$ cat config.mk
export PLATFORM = sky130hd
export DESIGN_NAME = car_sensor_driver
export DESIGN_NICKNAME = d
export VERILOG_FILES = /design/src/rtl/car_sensor_driver.sv
export SDC_FILE = /design/constraint.sdc
export NUM_CORES = 1
export LEC_CHECK = 0
export CORE_MARGIN = 3
export CORE_UTILIZATION = 24
export CTS_BUF_LIST = sky130_fd_sc_hd__clkbuf_4
export CTS_CLUSTER_DIAMETER = 150
export DETAILED_ROUTE_END_ITERATION = 10
export DONT_BUFFER_PORTS = 1
export SETUP_SLACK_MARGIN = 0.02
export SLEW_MARGIN = 20
export SYNTH_ARGS = -nofsm -noshare
export SYNTH_HDL_FRONTEND = slang
export SYNTH_SLANG_ARGS = --single-unit
export TNS_END_PERCENT = 100
$ cat constraint.sdc
create_clock -name clk -period 1.96 [get_ports clk]
set_input_delay 0.294 -clock clk [delete_from_list [all_inputs] [get_ports clk]]
set_output_delay 0.294 -clock clk [all_outputs]
set_load 0.05 [all_outputs]
$ cat src/rtl/car_sensor_driver.sv
// Car sensor driver: plays a legal two-sensor (outer/inner) car waveform
// for the parking-lot gate, entering or exiting, with a programmable dwell
// per phase, optional back-out, and counters of completed sequences.
module car_sensor_driver #(
    parameter int DWELL_W = 8,
    parameter int GAP     = 2
) (
    input  logic               clk,
    input  logic               reset,
    input  logic               req_enter,
    input  logic               req_exit,
    input  logic [DWELL_W-1:0] dwell,
    input  logic               abort,
    output logic               ready,
    output logic               outer,
    output logic               inner,
    output logic               done,
    output logic [7:0]         enter_cnt,
    output logic [7:0]         exit_cnt
);

    typedef enum logic [2:0] {
        IDLE,
        P1,
        P2,
        P3,
        B2,
        B1,
        POST
    } state_t;

    // POST counts down from GAP-1 to 0, so it only needs to hold GAP-1
    localparam int GW = (GAP > 1) ? $clog2(GAP) : 1;
    localparam logic [GW-1:0] GAP_LOAD = GW'(GAP - 1);

    state_t             state;
    logic               dir;
    logic [DWELL_W-1:0] dwell_q;
    logic [DWELL_W-1:0] cnt;
    logic [GW-1:0]      gap_cnt;

    // Sensor pair {outer, inner} for a state; the first sensor is outer when
    // entering (d=0) and inner when exiting (d=1)
    function automatic logic [1:0] sens(input state_t s, input logic d);
        logic f;
        logic sn;
        f  = 1'b0;
        sn = 1'b0;
        case (s)
            P1, B1:  f = 1'b1;
            P2, B2:  begin f = 1'b1; sn = 1'b1; end
            P3:      sn = 1'b1;
            default: begin f = 1'b0; sn = 1'b0; end
        endcase
        return d ? {sn, f} : {f, sn};
    endfunction

    // Sequence FSM: every output is loaded together with the next state, so
    // outputs are pure functions of registered state
    always_ff @(posedge clk) begin
        if (reset) begin
            state     <= IDLE;
            dir       <= 1'b0;
            dwell_q   <= DWELL_W'(1);
            cnt       <= '0;
            gap_cnt   <= '0;
            ready     <= 1'b1;
            outer     <= 1'b0;
            inner     <= 1'b0;
            done      <= 1'b0;
            enter_cnt <= 8'd0;
            exit_cnt  <= 8'd0;
        end else begin
            done <= 1'b0;
            case (state)
                IDLE: begin
                    if (req_enter ^ req_exit) begin
                        state          <= P1;
                        dir            <= req_exit;
                        dwell_q        <= (dwell == '0) ? DWELL_W'(1) : dwell;
                        cnt            <= (dwell == '0) ? '0 : dwell - DWELL_W'(1);
                        ready          <= 1'b0;
                        {outer, inner} <= sens(P1, req_exit);
                    end
                end
                P1: begin
                    if (abort) begin
                        state          <= POST;
                        gap_cnt        <= GAP_LOAD;
                        {outer, inner} <= 2'b00;
                    end else if (cnt == '0) begin
                        state          <= P2;
                        cnt            <= dwell_q - DWELL_W'(1);
                        {outer, inner} <= sens(P2, dir);
                    end else begin
                        cnt <= cnt - DWELL_W'(1);
                    end
                end
                P2: begin
                    if (abort) begin
                        state          <= B1;
                        cnt            <= dwell_q - DWELL_W'(1);
                        {outer, inner} <= sens(B1, dir);
                    end else if (cnt == '0) begin
                        state          <= P3;
                        cnt            <= dwell_q - DWELL_W'(1);
                        {outer, inner} <= sens(P3, dir);
                    end else begin
                        cnt <= cnt - DWELL_W'(1);
                    end
                end
                P3: begin
                    if (abort) begin
                        state          <= B2;
                        cnt            <= dwell_q - DWELL_W'(1);
                        {outer, inner} <= sens(B2, dir);
                    end else if (cnt == '0) begin
                        state          <= POST;
                        gap_cnt        <= GAP_LOAD;
                        done           <= 1'b1;
                        {outer, inner} <= 2'b00;
                        if (dir) exit_cnt  <= exit_cnt + 8'd1;
                        else     enter_cnt <= enter_cnt + 8'd1;
                    end else begin
                        cnt <= cnt - DWELL_W'(1);
                    end
                end
                B2: begin
                    if (cnt == '0) begin
                        state          <= B1;
                        cnt            <= dwell_q - DWELL_W'(1);
                        {outer, inner} <= sens(B1, dir);
                    end else begin
                        cnt <= cnt - DWELL_W'(1);
                    end
                end
                B1: begin
                    if (cnt == '0) begin
                        state          <= POST;
                        gap_cnt        <= GAP_LOAD;
                        {outer, inner} <= 2'b00;
                    end else begin
                        cnt <= cnt - DWELL_W'(1);
                    end
                end
                POST: begin
                    if (gap_cnt == '0) begin
                        state <= IDLE;
                        ready <= 1'b1;
                    end else begin
                        gap_cnt <= gap_cnt - GW'(1);
                    end
                end
                default: begin
                    state          <= IDLE;
                    ready          <= 1'b1;
                    {outer, inner} <= 2'b00;
                end
            endcase
        end
    end

endmodule
[Word-level counts from Yosys, hierarchy flattened]
Index checks and enable logic that the tools add are counted.
Word-level totals
  register bits after elaboration: 41
  bits of input ports: 13
  output and inout bits: 20
  logic and storage cells: 99
Operators by class
  add/sub/neg operators: 6
  equality and inequality tests: 14
  multiplexer cells: 47
  bitwise operators: 6
  reductions and logical operators: 15
Operators by type and width (number)
  $mux 8: 8
  $pmux 8 s6: 1
  $mux 3: 9
  $sub 8x1->8 const B: 3
  $mux 1: 21
  $pmux 3 s7: 1
  $add 8x1->8 const B: 2
  $logic_not 8->1: 2
  $pmux 1 s7: 2
  $ne 2x2->1 const B: 6
  $reduce_and 5->1: 2
  $eq 3x3->1 const B: 3
  $reduce_and 3->1: 3
  $reduce_and 4->1: 2
  $eq 3x2->1 const B: 2
  $mux 2: 3
  $ne 3x3->1 const B: 2
  $reduce_bool 6->1: 1
  $not 1->1: 5
  $reduce_or 5->1: 1
  $pmux 1 s4: 1
  $reduce_bool 4->1: 1
  $eq 3x1->1 const B: 1
  $logic_not 3->1: 1
  other kinds (5): 5

[Depth between registers and ports, before layout]
Gate-level depths: netlist (run 1).
  depth after elaboration: 4
  depth in mapped cells: 8
  gate-level depth less buffers: 7

[Worst setup path before layout (run 1)]
No wires, ideal clock.
  path type: reg-to-reg
  start: register cnt[0]
  end: register enter_cnt[7]
  library setup time: 0.128 ns
  arrival: 1.845 ns
  setup slack: -0.013 ns
  cell stages (with the launch flop): 9
  buffers on the path: 1
  period minus slack after synthesis: 1.973 ns
  cell sequence: dfxtp_1 > inv_1 > ha_1 > or4b_1 > buf_6 > nor3_4 > nand4_1 > xor2_1 > nor2_1
Between the ends
  word-level cells in the longest chain between the ends: 2
Ends and longest elaborated chain
  start: declaration: RTL line 39  | logic [DWELL_W-1:0] cnt;
  start signal: assignment: RTL line 81  | cnt <= (dwell == '0) ? '0 : dwell - DWELL_W'(1);
  start signal: assignment: RTL line 93  | cnt <= dwell_q - DWELL_W'(1);
  start signal: assignment: RTL line 96  | cnt <= cnt - DWELL_W'(1);
  $logic_not 8->1: RTL line 117  | end else if (cnt == '0) begin
  $reduce_and 4->1 (no line)
  end signal: assignment: RTL line 123  | else enter_cnt <= enter_cnt + 8'd1;
  end: declaration: RTL line 18  | output logic [7:0] enter_cnt,
Every way passes these cells.
A chain may end at the register's enable or synchronous reset.

[Worst setup path in the final report (run 1)]
  start: register cnt[1]
  end: register enter_cnt[7]
The elaborated chain is that of the path after synthesis.

==> results_dict.tcl, run 1 <==
set metrics [dict create \
    end_kind "register" \
    nets 366 \
    wl_per_cell_um 13.5 \
    fin_skew_ns 0.0169 \
    rsz0062_at_grt "yes" \
    syn_inst 316 \
    rows 36 \
    vias 2369 \
    p_per_area_nw_per_um2 1260 \
    die_x_um 109 \
    wl_met2_um 3230 \
    ys.flop_type "dfxtp_1" \
    cp_data_required_time_ns 2.28 \
    cp_num_buf_inv 3 \
    max_stage_delay_ns 0.46 \
    synth.yosys.seq_area_share 0.323 \
    period_needed_ns 1.90 \
    synth_cell_types 53 \
    ios 33 \
    fin_area_um2 3050 \
    setup-tns-final_ns 0 \
    die_h_um 109 \
    violations "hold timing" \
    start_util 0.253 \
    path_cells "inv_2, ha_4, or4b_4, buf_8, nor3_4, buf_12, nand4_1, xor2_1, nor2_1" \
    synth_top_area_share 0.323 \
    ys_warn_count 0 \
    path_clk_slew_ns 0.14 \
    grt_pass1_vias 2264 \
    holdPathStages 1 \
    ys_ff_latch 41 \
    grt_max_degree 32 \
    clockRootBuffer "clkbuf_4" \
    outcome "finished, violations left" \
    p_leak_nw 1.21 \
    fp.coreArea_um2 10000 \
    synth_edf_count 0 \
    ctsHoldBuffers 1 \
    grt_pass1_wl_um 10700 \
    syn-num-nets 337 \
    finalCritPeriodShare 0.970 \
    slew_headroom 0.600 \
    crit_slowest_cell "or4b_4" \
    hold_viol_final 21 \
    cts_max_level 2 \
    wl_met3_um 292 \
    worstSkewPairLatency_ns 0.37 \
    cts_buffers 5 \
    r2r-end "enter_cnt[7]" \
    r2r-start "cnt[1]" \
    via_per_inst 4.95 \
    syn2layout_area_growth_pct 19.9 \
    wl_met1_um 2840 \
    finalMaxSlewViolations 0 \
    die_area_um2 11900 \
    place_area_um2 2910 \
    syn_avg_cell_area_um2 8.05 \
    port_buffers 0 \
    grt_usage 0.111 \
    clk_path_buf_depth 2 \
    synthArstFlopShare 0 \
    synth_area_leader_cell "dfxtp_1" \
    drcViolationCount 0 \
    postRouteWirelength_um 6480 \
    drive_gt1_frac 0.191 \
    drt_iter0_markers 222 \
    cp-start-kind "register" \
    hpwl_um 4800 \
    min_to "dwell_q[4]" \
    cp_top_family "simple AND/OR/NAND/NOR gates" \
    clkSinkCount 41 \
    worstMarginPinSlew_ns 0.598 \
    antenna_found_initial 0 \
    n_antenna_cell 0 \
    path_class "reg -> reg" \
    r2r_slack_ns 0.06 \
    hold_path_class "in -> reg" \
    cp.arrival_ns 2.22 \
    min_from "reset" \
    synth_area_um2 2540 \
    power_w 0.00383 \
    critPathMaxFanout 8 \
    routed.top_layer "met4" \
    cts_tree "built" \
    r2r_cells 9 \
    maxCapViolCount 0 \
    postRouteAntennaNets 0 \
    yosys-top-cells-area "dfxtp_1 (32%), nor2_1 (6.8%), xor2_1 (6.2%), mux2i_1 (5.5%), ha_1 (3.9%)" \
    finalSetupViolations 0 \
    peakVddDrop_mv 0.447 \
    gp_routability_congestion 0.859 \
    fmax_mhz 526 \
    fin_hold_ws_ns -0.0184 \
    drt_first_pass_iters 4 \
    grt_remaining_overflow 0 \
]
[cell families (layout without fill, tap and decap cells)]
logic type,after synthesis,after routing,synth area share
AOI/OAI and AO/OA,72,72,0.184
xor gates and xnor gates,25,25,0.0860
adders and majority gates,8,8,0.0393
buffers and inverters,29,59,0.0467
DFF,41,41,0.323
muxes,14,14,0.0551
and+or+nand+nor,127,127,0.266
[metal layers]
metal / track usage / vias up
met1: 0.133 / 1114
met3: 0.0225 / 9
met4: 0.0343 / 0
met2: 0.199 / 52
met5: 0 / -
li1: - / 1194
[layout make-up]
cell class	count	area, um^2
inverters	14	52.6
clock buffers	5	37.5
well taps	133	166
fillers	1067	6990
repair buffers	37	300
multi-input cells	246	1640
flip-flops and latches	41	827
clock inverters	3	25.0
[Yosys cell counts, types with 3 or more instances]
cell type and count:
o31ai_1 3, a221oi_1 3, mux2i_1 14, and3_1 3, a31oi_1 6, nor4b_1 3, nand4_1 5, dfxtp_1 41
xor2_1 18, o21ai_0 18, and2_1 3, o22a_1 3, inv_1 14, o22ai_1 3, ha_1 8, nor3_1 13
nor2b_1 4, o211ai_1 3, or3_1 4, a21oi_1 17, nand2b_1 3, nand3_1 5, nand2_1 21, clkbuf_1 12
nor2_1 46, xnor2_1 7
[cell usage in the layout (no fill, tap or decap), drive strengths merged, types with 2 or more instances in the layout]
| master | n |
|---|---|
| nor2 | 47 |
| dfxtp | 41 |
| buf | 36 |
| nand2 | 21 |
| xor2 | 18 |
| o21ai | 18 |
| a21oi | 17 |
| inv | 16 |
| nor3 | 15 |
| mux2i | 14 |
| ha | 8 |
| xnor2 | 7 |
| a31oi | 6 |
| nand3 | 5 |
| nand4 | 5 |
| clkbuf | 5 |
| or3 | 4 |
| nor2b | 4 |
| and2 | 3 |
| o22a | 3 |
| nand2b | 3 |
| o211ai | 3 |
| o31ai | 3 |
| and3 | 3 |
| o22ai | 3 |
| nor4b | 3 |
| a221oi | 3 |
| nor4 | 3 |
| or3b | 2 |
| nor3b | 2 |
| a22oi | 2 |
| a211o | 2 |
| a211oi | 2 |
| nand4b | 2 |
| or4b | 2 |
[state kept, by name (all words and copies together), names as in the netlist]
register,flops
enter_cnt,8
inner,1
dir,1
dwell_q,8
gap_cnt,1
ready,1
exit_cnt,8
state,3
done,1
outer,1
cnt,8
[through the flow]
stage | utilization | worst slack (ns) | cells
finish | 0.304 | 0.0591 | 479
global route | 0.304 | -0.0631 | 479
CTS | 0.299 | 0.00786 | 478
detailed placement | 0.289 | -0.0471 | 467
global placement | 0.289 | 0.0292 | 467
floorplan | - | 0.0495 | 316
[power breakdown]
part / internal (W) / switching [W] / leakage (nW)
combinational: 0.000965 / 0.00109 / 0.845
sequential: 0.000997 / 0.000312 / 0.337
clock: 0.000149 / 0.000318 / 0.0322
[repair_timing]
item                       in CTS  in global routing
setup buffers                   2                  1
hold endpoints to repair       28                 27
resized for setup               3                 12
pin swaps                       4                  1
setup endpoints to repair       6                 27
[worst max path at each step]
stage / slack (ns) / from / endpoint / cells after the start
2_1_floorplan: 0.05 / cnt[0] / exit_cnt[4] / 8
3_3_place_gp: 0.03 / state[1] / cnt[2] / 5
3_5_place_dp: -0.05 / state[1] / cnt[2] / 5
5_1_grt: -0.06 / cnt[1] / enter_cnt[7] / 9
6_report: 0.06 / cnt[1] / enter_cnt[7] / 9
4_1_cts: 0.008 / cnt[1] / enter_cnt[7] / 9
(Power assumes the default switching activity.)
==> run 2, diff against run 1 <==
Settings changed: CORE_MARGIN 3 to unset.
==> results_dict.tcl, run 2 (synthesis results as in run 1) <==
set metrics [dict create \
    fillCellCount 1095 \
    grt_busiest_layer "met2" \
    postRouteAntennaNets 0 \
    drt_first_pass_iters 4 \
    worstSkewPairLatency_ns 0.36 \
    grt_max_degree 32 \
    multi_input_area_um2 1650 \
    wl_per_cell_um 13.4 \
    cp_num_buf_inv 2 \
    cts_buffers 5 \
    ios 33 \
    finalSetupViolations 0 \
    path_clk_slew_ns 0.15 \
    n_antenna_cell 0 \
    grt_remaining_overflow 0 \
    drt_iter0_markers 313 \
    grtUsageMet2 0.208 \
    drive_gt1_frac 0.192 \
    r2r-start "cnt[1]" \
    r2r-end "cnt[2]" \
    port_buffers 0 \
    grt_use_met3 0.0268 \
    grt_usage 0.120 \
    ctsHoldBuffers 1 \
    p_per_area_nw_per_um2 1260 \
    rows 37 \
    cp.arrival_ns 2.16 \
    path_class "reg -> reg" \
    hpwl_um 4780 \
    cp_top_family "simple AND/OR/NAND/NOR gates" \
    fmax_mhz 528 \
    hold_path_class "in -> reg" \
    finalMaxSlewViolations 0 \
    max_stage_delay_ns 0.46 \
    path_cells "inv_2, ha_4, or4b_4, buf_8, nor2_4, nor2_1, a221oi_1, a21oi_1" \
    clk_path_buf_depth 2 \
    end_kind "register" \
    r2r_slack_ns 0.07 \
    clkSinkCount 41 \
    mostFrequentLayoutCells "nor2_1 (45), dfxtp_1 (38), buf_4 (36)" \
    period_needed_ns 1.89 \
    maxCapViolCount 0 \
    outcome "finished, violations left" \
    fin_skew_ns 0.0216 \
    via_per_inst 4.93 \
    drcViolationCount 0 \
    cp-startpoint "cnt[1]" \
    postRouteWirelength_um 6480 \
    grt_pass1_wl_um 10700 \
    p_leak_nw 1.23 \
    fp.coreArea_um2 10300 \
    clockRootBuffer "clkbuf_4" \
    grt_pass1_vias 2220 \
    rsz0062_at_grt "yes" \
    cp-start-kind "register" \
    finalCritPeriodShare 0.967 \
    die_area_um2 11000 \
    fin_hold_ws_ns -0.0135 \
    nets 369 \
    vias 2390 \
    regArea_um2 825 \
    hold_viol_final 6 \
    place_inst 470 \
    gp_routability_congestion 0.904 \
    min_to "state[2]" \
    slew_headroom 0.600 \
    start_util 0.247 \
    cts_tree "built" \
    die_x_um 105 \
    cp_data_required_time_ns 2.22 \
    r2r_cells 8 \
    peakVddDrop_mv 0.374 \
    crit_slowest_cell "or4b_4" \
    holdPathStages 1 \
    grt_use_met1 0.146 \
    min_from "reset" \
    syn2layout_area_growth_pct 20.9 \
    antenna_found_initial 0 \
    critPathMaxFanout 6 \
    violations "hold timing" \
    worstMarginPinSlew_ns 0.599 \
    die_h_um 105 \
    cts_max_level 2 \
    final_common_cell "nor2_1" \
    final_cells 485 \
    setup-tns-final_ns 0 \
]
[run 2: cell types whose count changed in the layout (fill, tap and decap cells not counted), moves of 2 or more]
cell | before | now
buf_4 | 34 | 36
buf_6 | 0 | 2
dfxtp_1 | 36 | 38
dfxtp_2 | 5 | 3
[run 2: worst max path at each step]
stage                               to  slack, ns  cells past startpoint
final                           cnt[2]       0.07                      8
after global routing      enter_cnt[7]      -0.05                      9
after CTS                 enter_cnt[7]       0.02                      9
after detailed placement  enter_cnt[1]      -0.02                      8
after global placement    enter_cnt[1]       0.02                      8
after floorplan            exit_cnt[4]       0.05                      8
[run 2: area by class of cell]
cell class,instances,share of cell area
clock inverter,3,0.00813
clock buffer,5,0.0122
multi-input combinational,246,0.536
inverter,14,0.0171
tap,136,0.0553
sequential,41,0.268
timing repair buffer,40,0.103
[run 2: report_power, final]
part | switching, W | internal, W
logic | 0.00113 | 0.000992
registers | 0.000281 | 0.000993
clock network | 0.000322 | 0.000147
total | 0.00173 | 0.00213
[run 2: stage by stage]
step / util / total power, W / hold slack [ns] / setup WS (ns) / cell area (um^2)
6_report: 0.298 / 0.00386 / -0.0135 / 0.0656 / 3080
2_1_floorplan: - / 0.00265 / 0.438 / 0.0495 / 2550
3_3_place_gp: 0.281 / 0.00319 / 0.367 / 0.0222 / 2900
5_1_grt: 0.298 / 0.00415 / -0.0477 / -0.0513 / 3080
4_1_cts: 0.293 / 0.00377 / -0.0361 / 0.0218 / 3030
3_5_place_dp: 0.281 / 0.00320 / 0.367 / -0.0179 / 2900
[run 2: routing by layer]
layer  vias to the layer above  share of wire
met2                        54           0.49
li1                       1198              -
met4                         0          0.014
met3                         8          0.040
met1                      1130           0.45
met5                         -              0
[run 2: what timing repair did]
item / in CTS / in global routing
hold endpoints to repair: 23 / 25
pin swaps: 4 / 5
gates resized for setup: 10 / 7
buffers inserted: 3 / 3
endpoints found under the setup margin: 11 / 28
